## src/rtl/subtractor_cla_pipe_if.sv

```systemverilog
`default_nettype none
// +---------------------------------------------------------------------------+
// | subtractor_cla_pipe_if : operand/result valid-ready stream for the        |
// |                          pipelined subtractor.              Rev 1.0       |
// +---------------------------------------------------------------------------+
interface subtractor_cla_pipe_if #(
  parameter int N = 16
);
  logic         in_valid;
  logic         in_ready;
  logic [N-1:0] a;
  logic [N-1:0] b;
  logic         bi;
  logic         out_valid;
  logic         out_ready;
  logic [N-1:0] d;
  logic         bo;
  logic         ovf;

  modport master (
    output in_valid, a, b, bi, out_ready,
    input  in_ready, out_valid, d, bo, ovf
  );

  modport slave (
    input  in_valid, a, b, bi, out_ready,
    output in_ready, out_valid, d, bo, ovf
  );
endinterface
`default_nettype wire

```

## src/rtl/subtractor_cla_pipe.sv

```systemverilog
`default_nettype none
// +---------------------------------------------------------------------------+
// | subtractor_cla_pipe : N-bit a - b - bi, one K-bit lookahead slice per     |
// |                       pipeline stage, valid/ready stream.   Rev 1.0       |
// +---------------------------------------------------------------------------+
module subtractor_cla_pipe #(
  parameter int N = 16,
  parameter int K = 4
) (
  input  logic                 clk,
  input  logic                 rstn,
  subtractor_cla_pipe_if.slave bus
);
  localparam int S = N / K;

  if (K < 1 || K > N || (N % K) != 0) begin : g_param_check
    $error("subtractor_cla_pipe: K must divide N with 1 <= K <= N");
  end

  logic w_advance;

  for (genvar k = 0; k < S; k++) begin : g_stage
    // Each stage sees only the operand bits not yet consumed; its slice is the low K of them.
    localparam int RI = N - k * K;
    localparam int RO = RI - K;

    logic                 w_vin;
    logic                 w_cin;
    logic                 w_as;
    logic                 w_bs;
    logic [RI-1:0]        w_ain;
    logic [RI-1:0]        w_bin;
    logic [K:0]           w_sum;
    logic [(k+1)*K-1:0]   w_dnext;

    logic                 r_vld;
    logic                 r_cy;
    logic                 r_as;
    logic                 r_bs;
    logic [(k+1)*K-1:0]   r_d;

    if (k == 0) begin : g_head
      assign w_vin   = bus.in_valid;
      assign w_cin   = ~bus.bi;
      assign w_ain   = bus.a;
      assign w_bin   = bus.b;
      assign w_as    = bus.a[N-1];
      assign w_bs    = bus.b[N-1];
      assign w_dnext = w_sum[K-1:0];
    end else begin : g_body
      assign w_vin   = g_stage[k-1].r_vld;
      assign w_cin   = g_stage[k-1].r_cy;
      assign w_ain   = g_stage[k-1].g_keep.r_a;
      assign w_bin   = g_stage[k-1].g_keep.r_b;
      assign w_as    = g_stage[k-1].r_as;
      assign w_bs    = g_stage[k-1].r_bs;
      assign w_dnext = {w_sum[K-1:0], g_stage[k-1].r_d};
    end

    // Subtraction as a + ~b + carry, where carry is the inverted borrow.
    assign w_sum = {1'b0, w_ain[K-1:0]} + {1'b0, ~w_bin[K-1:0]} + {{K{1'b0}}, w_cin};

    if (RO > 0) begin : g_keep
      logic [RO-1:0] r_a;
      logic [RO-1:0] r_b;

      always_ff @(posedge clk) begin
        if (!rstn) begin
          r_a <= '0;
          r_b <= '0;
        end else if (w_advance) begin
          r_a <= w_ain[RI-1:K];
          r_b <= w_bin[RI-1:K];
        end
      end
    end

    always_ff @(posedge clk) begin
      if (!rstn) begin
        r_vld <= 1'b0;
        r_cy  <= 1'b1;
        r_as  <= 1'b0;
        r_bs  <= 1'b0;
        r_d   <= '0;
      end else if (w_advance) begin
        r_vld <= w_vin;
        r_cy  <= w_sum[K];
        r_as  <= w_as;
        r_bs  <= w_bs;
        r_d   <= w_dnext;
      end
    end
  end

  // Whole pipe moves in lockstep; a stalled head freezes every stage.
  assign w_advance     = !g_stage[S-1].r_vld || bus.out_ready;
  assign bus.in_ready  = w_advance;
  assign bus.out_valid = g_stage[S-1].r_vld;
  assign bus.d         = g_stage[S-1].r_d;
  assign bus.bo        = ~g_stage[S-1].r_cy;
  assign bus.ovf       = (g_stage[S-1].r_as != g_stage[S-1].r_bs) &&
                         (g_stage[S-1].r_d[N-1] != g_stage[S-1].r_as);
endmodule
`default_nettype wire
```

## src/flat_wrapper.sv

```systemverilog
// flat-port wrapper written by rule: the top's interface ports become plain ports
module subtractor_cla_pipe_flat 
#(
  parameter int N = 16,
  parameter int K = 4
)
  (clk, rstn, bus_in_valid, bus_a, bus_b, bus_bi, bus_out_ready, bus_in_ready, bus_out_valid, bus_d, bus_bo, bus_ovf);
  subtractor_cla_pipe_if #(.N(N)) bus_i ();
  input  logic clk;
  input  logic rstn;
  input wire logic [$bits(bus_i.in_valid)-1:0] bus_in_valid;
  input wire logic [$bits(bus_i.a)-1:0] bus_a;
  input wire logic [$bits(bus_i.b)-1:0] bus_b;
  input wire logic [$bits(bus_i.bi)-1:0] bus_bi;
  input wire logic [$bits(bus_i.out_ready)-1:0] bus_out_ready;
  output wire logic [$bits(bus_i.in_ready)-1:0] bus_in_ready;
  output wire logic [$bits(bus_i.out_valid)-1:0] bus_out_valid;
  output wire logic [$bits(bus_i.d)-1:0] bus_d;
  output wire logic [$bits(bus_i.bo)-1:0] bus_bo;
  output wire logic [$bits(bus_i.ovf)-1:0] bus_ovf;
  assign bus_i.in_valid = bus_in_valid;
  assign bus_i.a = bus_a;
  assign bus_i.b = bus_b;
  assign bus_i.bi = bus_bi;
  assign bus_i.out_ready = bus_out_ready;
  assign bus_in_ready = bus_i.in_ready;
  assign bus_out_valid = bus_i.out_valid;
  assign bus_d = bus_i.d;
  assign bus_bo = bus_i.bo;
  assign bus_ovf = bus_i.ovf;
  subtractor_cla_pipe #(.N(N), .K(K)) u_core (.clk(clk), .rstn(rstn), .bus(bus_i));
endmodule
```

## config.mk

```make
export PLATFORM = sky130hd
export DESIGN_NAME = subtractor_cla_pipe_flat
export DESIGN_NICKNAME = d
export VERILOG_FILES = /design/src/rtl/subtractor_cla_pipe_if.sv /design/src/rtl/subtractor_cla_pipe.sv /design/src/flat_wrapper.sv
export SDC_FILE = /design/constraint.sdc
export NUM_CORES = 1
export LEC_CHECK = 0
export ABC_AREA = 1
export BUFFER_PORTS_ARGS = -buffer_cell sky130_fd_sc_hd__buf_2
export CAP_MARGIN = 20
export CORE_ASPECT_RATIO = 0.5
export CORE_UTILIZATION = 59
export CTS_BUF_LIST = sky130_fd_sc_hd__clkbuf_4
export CTS_CLUSTER_DIAMETER = 50
export CTS_CLUSTER_SIZE = 8
export DETAILED_ROUTE_END_ITERATION = 10
export PLACE_DENSITY = 0.82
export SLEW_MARGIN = 20
export SYNTH_ARGS = -nofsm -noshare
export SYNTH_HDL_FRONTEND = slang
export SYNTH_SLANG_ARGS = --single-unit
```

## constraint.sdc

```tcl
create_clock -name clk -period 2.2 [get_ports clk]
set_clock_uncertainty 0.1 [all_clocks]
set_input_delay 0.44 -clock clk [delete_from_list [all_inputs] [get_ports clk]]
set_output_delay 0.44 -clock clk [all_outputs]
set_load 0.02 [all_outputs]
```

Yosys cells after proc, flatten, opt, wreduce, memory -nomap -nowiden

Index checks and enable logic that the tools add are counted.

Output and inout bits: 20
Flip-flop bits (word level): 104
Word-level logic and storage cells: 45
Input port bits: 37

Reduce and logical (&&, ||, !) cells: 3
Add/subtract/negate cells: 8
Bitwise gates (word level): 6
Equal/unequal tests: 2

Operator list:

| cell                 | count |
|---|---|
| adder 4 x 4 -> 5 bit | 4 |
| adder 5 x 1 -> 5 bit | 4 |
| inverter 4 bit       | 4 |
| != test 1 bit        | 2 |
| inverter 1 bit       | 2 |
| logical AND 1 bit    | 1 |
| logical NOT 1 bit    | 1 |
| logical OR 1 bit     | 1 |

Logic depth before layout (Yosys ltp)

Gate-level depths: netlist (run 1).

Word-level depth: 3
Depth in mapped cells: 10
Mapped depth without buffers: 10

Worst setup path after synthesis (run 1)

No wires, ideal clock.

Path type: in2reg
From: input port bus_bi
To: register u_core.g_stage[0].r_d[1]
Buffers on the path: 0
Library setup time: 0.113 ns
Arrival: 1.459 ns
Cell stages on the path: 5
Setup slack: 0.528 ns
Required time: 1.987 ns
Cells stage by stage: fa_1 > inv_1 > fa_1 > nor2_1 > nor2_1

Cells in the longest elaborated chain, start to end: 2

Ends and longest elaborated chain:

| item                           | line                      | source |
|---|---|---|
| start: declaration             | flat_wrapper.sv:14        | `input wire logic [$bits(bus_i.bi)-1:0] bus_bi;` |
| inverter 1 bit                 | subtractor_cla_pipe.sv:44 | `assign w_cin = ~bus.bi;` |
| adder 5 x 1 -> 5 bit           | subtractor_cla_pipe.sv:61 | `assign w_sum = {1'b0, w_ain[K-1:0]} + {1'b0, ~w_bin[K-1:0]} + {{K{1'b0}}, w_cin};` |
| net u_core.g_stage[0].w_sum[1] | subtractor_cla_pipe.sv:33 | `logic [K:0] w_sum;` |
| end signal: assignment         | subtractor_cla_pipe.sv:90 | `r_d <= w_dnext;` |
| end: declaration               | subtractor_cla_pipe.sv:40 | `logic [(k+1)*K-1:0] r_d;` |

The timed path passes the listed nets, and every way through them passes these cells.
A chain may end at the register's enable or synchronous reset.

Worst setup path in the final report (run 1)

From: register u_core.g_stage[3].r_vld (netlist: u_core.bus.out_valid)
To: output port bus_in_ready

Cells in the longest elaborated chain, start to end: 2

Ends and longest elaborated chain:

| item                     | line                      | source |
|---|---|---|
| start: declaration       | subtractor_cla_pipe.sv:36 | `logic r_vld;` |
| start signal: assignment | subtractor_cla_pipe.sv:86 | `r_vld <= w_vin;` |
| logical NOT 1 bit        | subtractor_cla_pipe.sv:96 | `assign w_advance = !g_stage[S-1].r_vld \|\| bus.out_ready;` |
| logical OR 1 bit         | subtractor_cla_pipe.sv:96 |  |
| end: declaration         | flat_wrapper.sv:16        | `output wire logic [$bits(bus_i.in_ready)-1:0] bus_in_ready;` |

Every way passes these cells.

==> results of run 1 <==
cell families (layout without fill, tap and decap cells):
logic type,Yosys count,count (layout),synth area share (%)
buffers and inverters,75,122,10.4
adder cells (fa/ha/maj),20,20,7.63
AO/OA/AOI/OAI,136,136,17.0
XOR/XNOR,4,4,0.862
flip-flops,98,98,48.3
AND/OR/NAND/NOR,165,165,15.9
power breakdown:
part / total, mW / switching [mW] / internal (mW)
clock network: 1.04 / 0.585 / 0.458
registers: 1.97 / 0.0630 / 1.91
logic: 0.492 / 0.285 / 0.207
total: 3.51 / 0.934 / 2.57
flip-flops by register name, summed over array words and instances (netlist names):
| register | count |
|---|---|
| u_core.g_stage.r_d | 24 |
| u_core.g_stage.r_as | 4 |
| u_core.g_stage.r_vld | 3 |
| u_core.bus.d | 16 |
| u_core.g_stage.r_bs | 4 |
| u_core.g_stage.g_keep.r_a | 21 |
| u_core.bus.out_valid | 1 |
| u_core.g_stage.g_keep.r_b | 21 |
| u_core.g_stage.r_cy | 4 |
routing by layer:
metal,up-vias,GRT usage (%)
met4,0,7.14
met3,8,7.71
met2,58,36.4
li1,1683,-
met5,-,0
met1,1439,28.8
metrics by stage:
stage	utilization (%)	hold WS (ns)	std cells
after floorplan	-	0.335	498
after global placement	67.4	0.347	617
after detailed placement	67.4	0.350	617
after CTS	69.9	0.0735	633
after global routing	69.9	0.0705	633
final	69.9	0.0946	633
layout make-up:
cell class,instances,area [sq um]
clock inverters,7,93.8
well taps,88,110
repair buffers,62,363
inverters,44,165
flip-flops and latches,98,1960
multi-input cells,325,1680
clock buffers,9,67.6
fillers,563,1910
worst max-delay path, cell delays in order, from the launching register on:
cell and delay (ns):
dfxtp_1 0.36, nand2_4 0.26, buf_2 0.23
cells in the final DEF, fill, tap and decap left out, types with 2 or more instances in the layout:
| cell | netlist | layout |
|---|---|---|
| clkinvlp_4 | 0 | 2 |
| fa_1 | 8 | 8 |
| buf_12 | 0 | 3 |
| nor2_1 | 126 | 126 |
| nand2_1 | 26 | 26 |
| inv_2 | 2 | 2 |
| inv_1 | 42 | 42 |
| o21ai_0 | 92 | 92 |
| buf_2 | 9 | 56 |
| a21oi_1 | 34 | 34 |
| nand3_1 | 10 | 10 |
| xor2_1 | 3 | 3 |
| clkinv_2 | 0 | 2 |
| dfxtp_1 | 98 | 98 |
| ha_1 | 12 | 12 |
| bufinv_16 | 0 | 2 |
| buf_4 | 2 | 3 |
| o211ai_1 | 3 | 3 |
| o21ai_1 | 5 | 5 |
| clkbuf_4 | 0 | 9 |
| or2_2 | 2 | 2 |
final timing paths:
kind,start,end,depth (start not counted),slack [ns]
hold / removal,bus_b[9],u_core.g_stage[0].g_keep.r_b[5],3,0.09
setup / recovery,u_core.bus.out_valid,bus_in_ready,2,0.36
hold reg to reg,u_core.g_stage[0].g_keep.r_b[3],u_core.g_stage[0].g_keep.r_b[3],2,0.37
setup reg to reg,u_core.g_stage[0].r_cy,u_core.g_stage[1].r_cy,6,0.42
==> results.md, run 1 <==
- Cts repair resizes: 0
- GRT Resource Usage Total: 22.4%
- Sink Count: 98
- N_diodes: 0
- Fmax: 543 MHz
- Later-pin clock latency in the skew report: 0.45 ns
- Die width: 119 um
- Io pins: 57
- Max FO, Critical Path: 33
- Buffers on Ports: 56
- Highest routed layer: met4
- Post-synth EDFFs: 0
- H-Tree Level Count: 3
- Largest net degree at the start of global routing: 78
- GRT overflow: 0
- Die Footprint: 7250 sq um
- Avg Inst Size Synth: 8.16 sq um
- Drt wl/cell: 11.5 um
- CP Capture Type: primary output
- PwrDens: 789 nW/um^2
- DR vias: 3188
- WS Path Type: reg2out
- WL met1: 3750 um
- Post-synthesis cell type count: 23
- CTS tree: done
- Leakage: 2.04 nW
- Top-count cell post-synth: nor2_1
- Hold Buf Count CTS: 0
- 1st-iter DRT viols: 218
- Top-area cell type share of the netlist area: 48.3%
- Minimum clock period: 1.84 ns
- Cell Area, Synth: 4070 sq um
- Maximum vdd drop: 379 uV
- Post-synth top area cell: dfxtp_1
- Antenna Nets Post-Route: 0
- Final worst path period share: 83.7%
- Layout cells sized above 1: 15.2%
- DRC viols: 0
- Total power: 3.51 mW
- First-pass GRT wire length: 12500 um
- Crit path DAT: 1.30 ns
- Die Height: 60.7 um
- Met2 WL: 3190 um
- RSZ-0062 raised after global routing: false
- Status: completed
- Initial core utilization: 64.0%
- Dpl hpwl: 4510 um
- Num rows: 20
- Sequential-to-total area share from yosys stat: 48.3%
- Max clock buf depth: 2
- Top FF cell, synth: dfxtp_1
- Post-synth ARST share: 0%
- Total setup buffers inserted after CTS: 0
- Antenna violations before repair: 0
- Nets@finish: 597
- Top cells by count, synth: 126 x nor2_1, 98 x dfxtp_1, 92 x o21ai_0
- Core area: 6360 sq um
- FF+latch count, synth: 98
- Cell Area, Placed: 4280 sq um
- WP data required: 1.66 ns
- Root buf cell: clkbuf_4
- Hold crit path type: in2reg
- Met3 wire len: 292 um
- Syn-to-layout area delta: 9.30%
- Ranking of synthesized cells by area: dfxtp_1 48%, nor2_1 12%, o21ai_0 11%, buf_6 4.4%, a21oi_1 4.2%
- Setup violators final: 0
- Type of origin of the critical path: flop
- Yosys warns: 0
- Slew @ Worst Pin: 0.342 ns
- Pins Over Slew Limit: 0
- Final setup TNS: 0 ns
- Final WS setup: 0.358 ns
- Synth Instances: 498
- Vias in the first global route: 2840
- Syn_nets: 555
- Final hold viol count: 0
- RD Place Congestion: 0.815
- Post-Route WL: 7310 um
- Max cap viols: 0
- Slew margin rel.: 77.2%
- Drt first pass iters: 4
- Total clock buffers created by CTS: 9
- Via-to-Cell Ratio: 5.04
- Post-route cell area: 4440 sq um
- Place WS: 0.357 ns
- Clock transition at path regs: 0.14 ns
(Power assumes the default switching activity.)
==> run 2, diff against run 1 <==
- clock period: 2.2 -> 1.7 ns (I/O delays scaled with it)
==> run 2 against run 1 <==
Compared with the run above:
- power up 24%
- via count up 2.7%
- clock power up 5%
- first-iteration DRC count up 30%
- design area up 3.7%
- combinational power up 40%
- clock-buffer cell count up 3
- sequential cell count unchanged
==> results.md, run 2 (synthesized netlist as in run 1, its figures left out) <==
- WP data required: 1.98 ns
- Via-to-Cell Ratio: 5.03
- Max clock buf depth: 2
- Largest net degree at the start of global routing: 99
- 1st-iter DRT viols: 284
- WS Path Type: reg2reg
- Antenna Nets Post-Route: 0
- Slew margin rel.: 77.8%
- Multi-input gate area: 1700 sq um
- Crit path DAT: 1.90 ns
- Worst r2r path cells: 6
- Die Footprint: 7250 sq um
- Vias in the first global route: 2987
- CTS tree: done
- Hold crit path type: in2reg
- Reg with most FFs: u_core.g_stage.r_d
- DR vias: 3273
- Clock transition at path regs: 0.14 ns
- Drt first pass iters: 4
- First-pass GRT wire length: 13000 um
- Antenna violations before repair: 0
- Cell Area, Placed: 4270 sq um
- Final worst path period share: 95.6%
- Core area: 6360 sq um
- Io pins: 57
- Total clock buffers created by CTS: 9
- N_diodes: 0
- RD Place Congestion: 0.753
- Later-pin clock latency in the skew report: 0.45 ns
- GRT Resource Usage Total: 23.2%
- Leakage: 2.10 nW
- RSZ-0062 raised after global routing: true
- Die width: 119 um
- Final hold viol count: 0
- Sink Count: 98
- CP Capture Type: flop
- Die Height: 60.7 um
- Top Registers: u_core.g_stage.r_d x24, u_core.g_stage.g_keep.r_a x21, u_core.g_stage.g_keep.r_b x21
- Post-Route WL: 7660 um
- Nets@finish: 615
- Num rows: 20
- PwrDens: 940 nW/um^2
- Fin util: 72.5%
- Fmax: 615 MHz
- Drt wl/cell: 11.8 um
- GRT overflow: 0
- Layout fillers: 527
- Type of origin of the critical path: flop
- Minimum clock period: 1.62 ns
- Commonest cells after routing, fill and taps aside: 126 x nor2_1, 94 x dfxtp_1, 89 x o21ai_0
- Root buf cell: clkbuf_4
- Layout cells sized above 1: 16.7%
- Post-route cell area: 4610 sq um
- Max FO, Critical Path: 2
- Setup violators final: 0
- FF+latch area: 1970 sq um
- Dpl hpwl: 4470 um
- Initial core utilization: 64.0%
- Status: completed
- Slew @ Worst Pin: 0.333 ns
- Max cap viols: 0
- Commonest non-fill, non-tap cell in the layout: nor2_1
- Buffers on Ports: 56
- Pins Over Slew Limit: 0
- H-Tree Level Count: 3
- Hold Crit Depth: 3
- Maximum vdd drop: 617 uV
- DRC viols: 0
- Max reg flops: 24
- Syn-to-layout area delta: 13.4%
==> run 2: cell types whose count changed in the layout (fill, tap and decap cells not counted), moves of 3 or more <==
cell,previous run,this run
dfxtp_2,0,4
dlygate4sd3_1,0,18
o21ai_0,92,89
dfxtp_1,98,94
clkbuf_4,9,12
fa_2,0,6
fa_1,8,2
==> run 2: cell type report <==
type,instances,share of cell area (%)
flip-flops and latches,98,42.7
well taps,88,2.39
multi-input cells,325,36.9
clock buffers,12,1.95
clock inverters,4,0.597
repair buffers,80,11.9
inverters,44,3.58
==> run 2: power breakdown <==
group / switching, mW / internal [mW] / total (mW)
registers: 0.0827 / 2.47 / 2.55
logic: 0.384 / 0.306 / 0.690
clock network: 0.739 / 0.352 / 1.09
total: 1.21 / 3.13 / 4.33
==> run 2: per-stage QoR <==
step	TNS [ns]	setup slack [ns]	hold slack [ns]	std cells	total power, mW
final	0	0.0752	0.0301	651	4.33
after global routing	-0.0339	-0.0265	0.0105	651	4.58
after CTS	0	0.00762	0.00640	650	4.36
after detailed placement	-0.0580	-0.0340	0.346	616	3.23
after global placement	-0.0180	-0.0180	0.350	616	3.21
after floorplan	0	0.0973	0.335	498	3.06
==> run 2: path summary, 6_finish.rpt <==
kind	startpoint	to	slack [ns]
worst max register to register	u_core.g_stage[0].g_keep.r_a[0]	u_core.g_stage[1].r_cy	0.08
worst min register to register	u_core.g_stage[0].g_keep.r_b[2]	u_core.g_stage[0].g_keep.r_b[2]	0.37
worst max-delay path	u_core.g_stage[0].g_keep.r_a[0]	u_core.g_stage[1].r_cy	0.08
worst min-delay path	bus_a[13]	u_core.g_stage[0].g_keep.r_a[9]	0.03
==> run 2: worst max-delay path, stage by stage (launching register included) <==
cell      delay (ns)
dfxtp_1         0.33
inv_1           0.07
fa_2            0.38
fa_2            0.36
o21ai_0         0.17
nand2_1         0.07
o211ai_1        0.08
==> run 2: what timing repair did <==
item                                    in CTS  in global routing
hold buffers                                18                  0
setup buffers                                0                  1
pin swaps                                    0                  2
endpoints found under the setup margin       4                  7
endpoints found under the hold margin       18                  0
resized for setup                            6                 11
==> run 2: routing by layer <==
metal	up-vias	global-route usage, %	part of all wire (%)	routed length [um]
met3	9	7.80	4.7	361
met2	66	40.9	45	3450
met4	0	7.50	0.89	68
li1	1715	-	-	-
met1	1483	27.7	49	3780
met5	-	0	0	0
==> run 3, diff against run 2 <==
- CORE_UTILIZATION: 59 -> 53
- PLACE_DENSITY: 0.82 -> 0.78
- clock period: 1.7 -> 1.4 ns (I/O delays scaled with it)
==> run 3 against run 2 <==
Compared with the run above:
- the run now ends with negative setup slack left
- clock-buffer cell count decreased by 3
- global-route usage decreased by 0.94 points
- die area rose by 11%
- clock power rose by 35%
- sequential share of layout area shrank 4.6 points
- non-clock buffer count rose by 30
- worst hold slack improved by 0.062 ns
- register-to-register slack worse by 0.27 ns
- sequential power rose by 22%
- via count grew 6.1%
- critical endpoint is now u_core.g_stage[3].r_cy
- largest power group unchanged
==> results.md, run 3 (synthesized netlist as in run 1, its figures left out) <==
- Status: finished with violations
- Failing checks: negative setup slack
- Place WS: -0.236 ns
- Core area: 7380 sq um
- Layout cells sized above 1: 27.0%
- Max FO, Critical Path: 2
- Setup violators final: 13
- Fmax: 627 MHz
- Io pins: 57
- Fin cells: 689
- CP cell instances: inv_2 -> fa_2 -> fa_2 -> o21ai_2 -> nand2_1 -> o211ai_1
- CTS tree: done
- Pins Over Slew Limit: 0
- DRC viols: 0
- Antenna violations before repair: 0
- Syn-to-layout area delta: 28.1%
- DR vias: 3474
- Clock transition at path regs: 0.15 ns
- CP dominant cell by count: fa_2
- Reg with most FFs: u_core.g_stage.r_d
- Max cap viols: 0
- GRT Resource Usage Total: 22.3%
- WP data required: 1.69 ns
- Num rows: 22
- Crit path max-delay cell type: fa_2
- CP delay by family, top: adder cells
- Placed instance count: 635
- Minimum clock period: 1.60 ns
- Top Registers: u_core.g_stage.r_d x24, u_core.g_stage.g_keep.r_a x21, u_core.g_stage.g_keep.r_b x21
- Die Height: 63.9 um
- Drt wl/cell: 12.4 um
- Max reg flops: 24
- Crit path buf inv count: 1
- Via-to-Cell Ratio: 5.04
- Nets@finish: 645
- Commonest cells after routing, fill and taps aside: 126 x nor2_1, 80 x dfxtp_1, 78 x o21ai_0
- H-Tree Level Count: 3
- Crit path DAT: 1.89 ns
- Slew @ Worst Pin: 0.290 ns
- Final worst path period share: 114%
- Slew margin rel.: 80.5%
- Antenna Nets Post-Route: 0
- PwrDens: 1090 nW/um^2
- Final hold viol count: 0
- Final WS setup: -0.196 ns
- Post-Route WL: 8540 um
- Largest stage delay on the critical path: 0.38 ns
- RSZ-0062 raised after global routing: true
- RD Place Congestion: 0.818
- Die Footprint: 8050 sq um
- CP Capture Type: flop
- Die width: 126 um
- Leakage: 2.34 nW
- Buffers on Ports: 56
- Hold slack: 0.0922 ns
- Sink Count: 98
- Layout fillers: 600
- Vias in the first global route: 3156
- Max clock buf depth: 2
- Initial core utilization: 55.1%
- Later-pin clock latency in the skew report: 0.47 ns
- Root buf cell: clkbuf_4
- First-pass GRT wire length: 14100 um
- Dpl hpwl: 4650 um
- 1st-iter DRT viols: 254
- Type of origin of the critical path: flop
- Largest net degree at the start of global routing: 51
- GRT overflow: 0
- Drt first pass iters: 4
- N_diodes: 0
- Hold crit path type: in2reg
- Total clock buffers created by CTS: 9
- Maximum vdd drop: 610 uV
- WS Path Type: reg2reg
- Commonest non-fill, non-tap cell in the layout: nor2_1
-- run 3: worst register-to-register path, cell delays in order (launching register included) --
cell      delay (ns)
dfxtp_2         0.36
inv_2           0.05
fa_2            0.38
fa_2            0.38
o21ai_2         0.13
nand2_1         0.06
o211ai_1        0.07
-- run 3: area by class of cell --
type	count	area (sq um)	area share, %
Inverter	44	180	3.46
Clock inverter	7	68.8	1.32
Clock buffer	9	67.6	1.30
Sequential cell	98	1980	38.1
Timing Repair Buffer	110	995	19.1
Multi-Input combinational cell	325	1790	34.4
Tap cell	96	120	2.31
-- run 3: path summary, 6_finish.rpt --
| path | startpoint | end | slack, ns | cells after the start |
|---|---|---|---|---|
| worst max register to register | u_core.g_stage[2].g_keep.r_a[0] | u_core.g_stage[3].r_cy | -0.20 | 6 |
| worst max-delay path | u_core.g_stage[2].g_keep.r_a[0] | u_core.g_stage[3].r_cy | -0.20 | 6 |
| worst min-delay path | bus_bi | u_core.g_stage[0].r_d[0] | 0.09 | 3 |
| worst min register to register | u_core.g_stage[0].g_keep.r_b[2] | u_core.g_stage[0].g_keep.r_b[2] | 0.36 | 2 |
-- run 3: report_power, final --
group / internal (mW) / switching (mW)
logic: 0.531 / 0.536
clock network: 0.542 / 0.932
registers: 3.01 / 0.106
total: 4.08 / 1.57
-- run 3: through the flow --
stage | area [sq um] | setup TNS [ns] | power (mW) | util (%)
after CTS | 5000 | -1.93 | 5.59 | 67.8
after floorplan | 4100 | -0.730 | 3.74 | -
after global routing | 5210 | -3.03 | 5.99 | 70.6
final | 5210 | -1.94 | 5.65 | 70.6
after global placement | 4460 | -1.65 | 3.96 | 60.4
after detailed placement | 4460 | -1.97 | 3.99 | 60.4
-- run 3: per-layer routing --
layer / track usage [%] / wire, um
met1: 26.8 / 3980
met2: 38.4 / 4070
met3: 6.53 / 376
met4: 7.83 / 104
met5: 0 / 0
-- run 3: timing repair --
action,in CTS,in global routing
setup endpoints to repair,20,88
pin swaps,8,7
endpoints found under the hold margin,24,1
hold buffers,24,1
buffers inserted,5,5
gates cloned,2,1
resized for setup,27,55
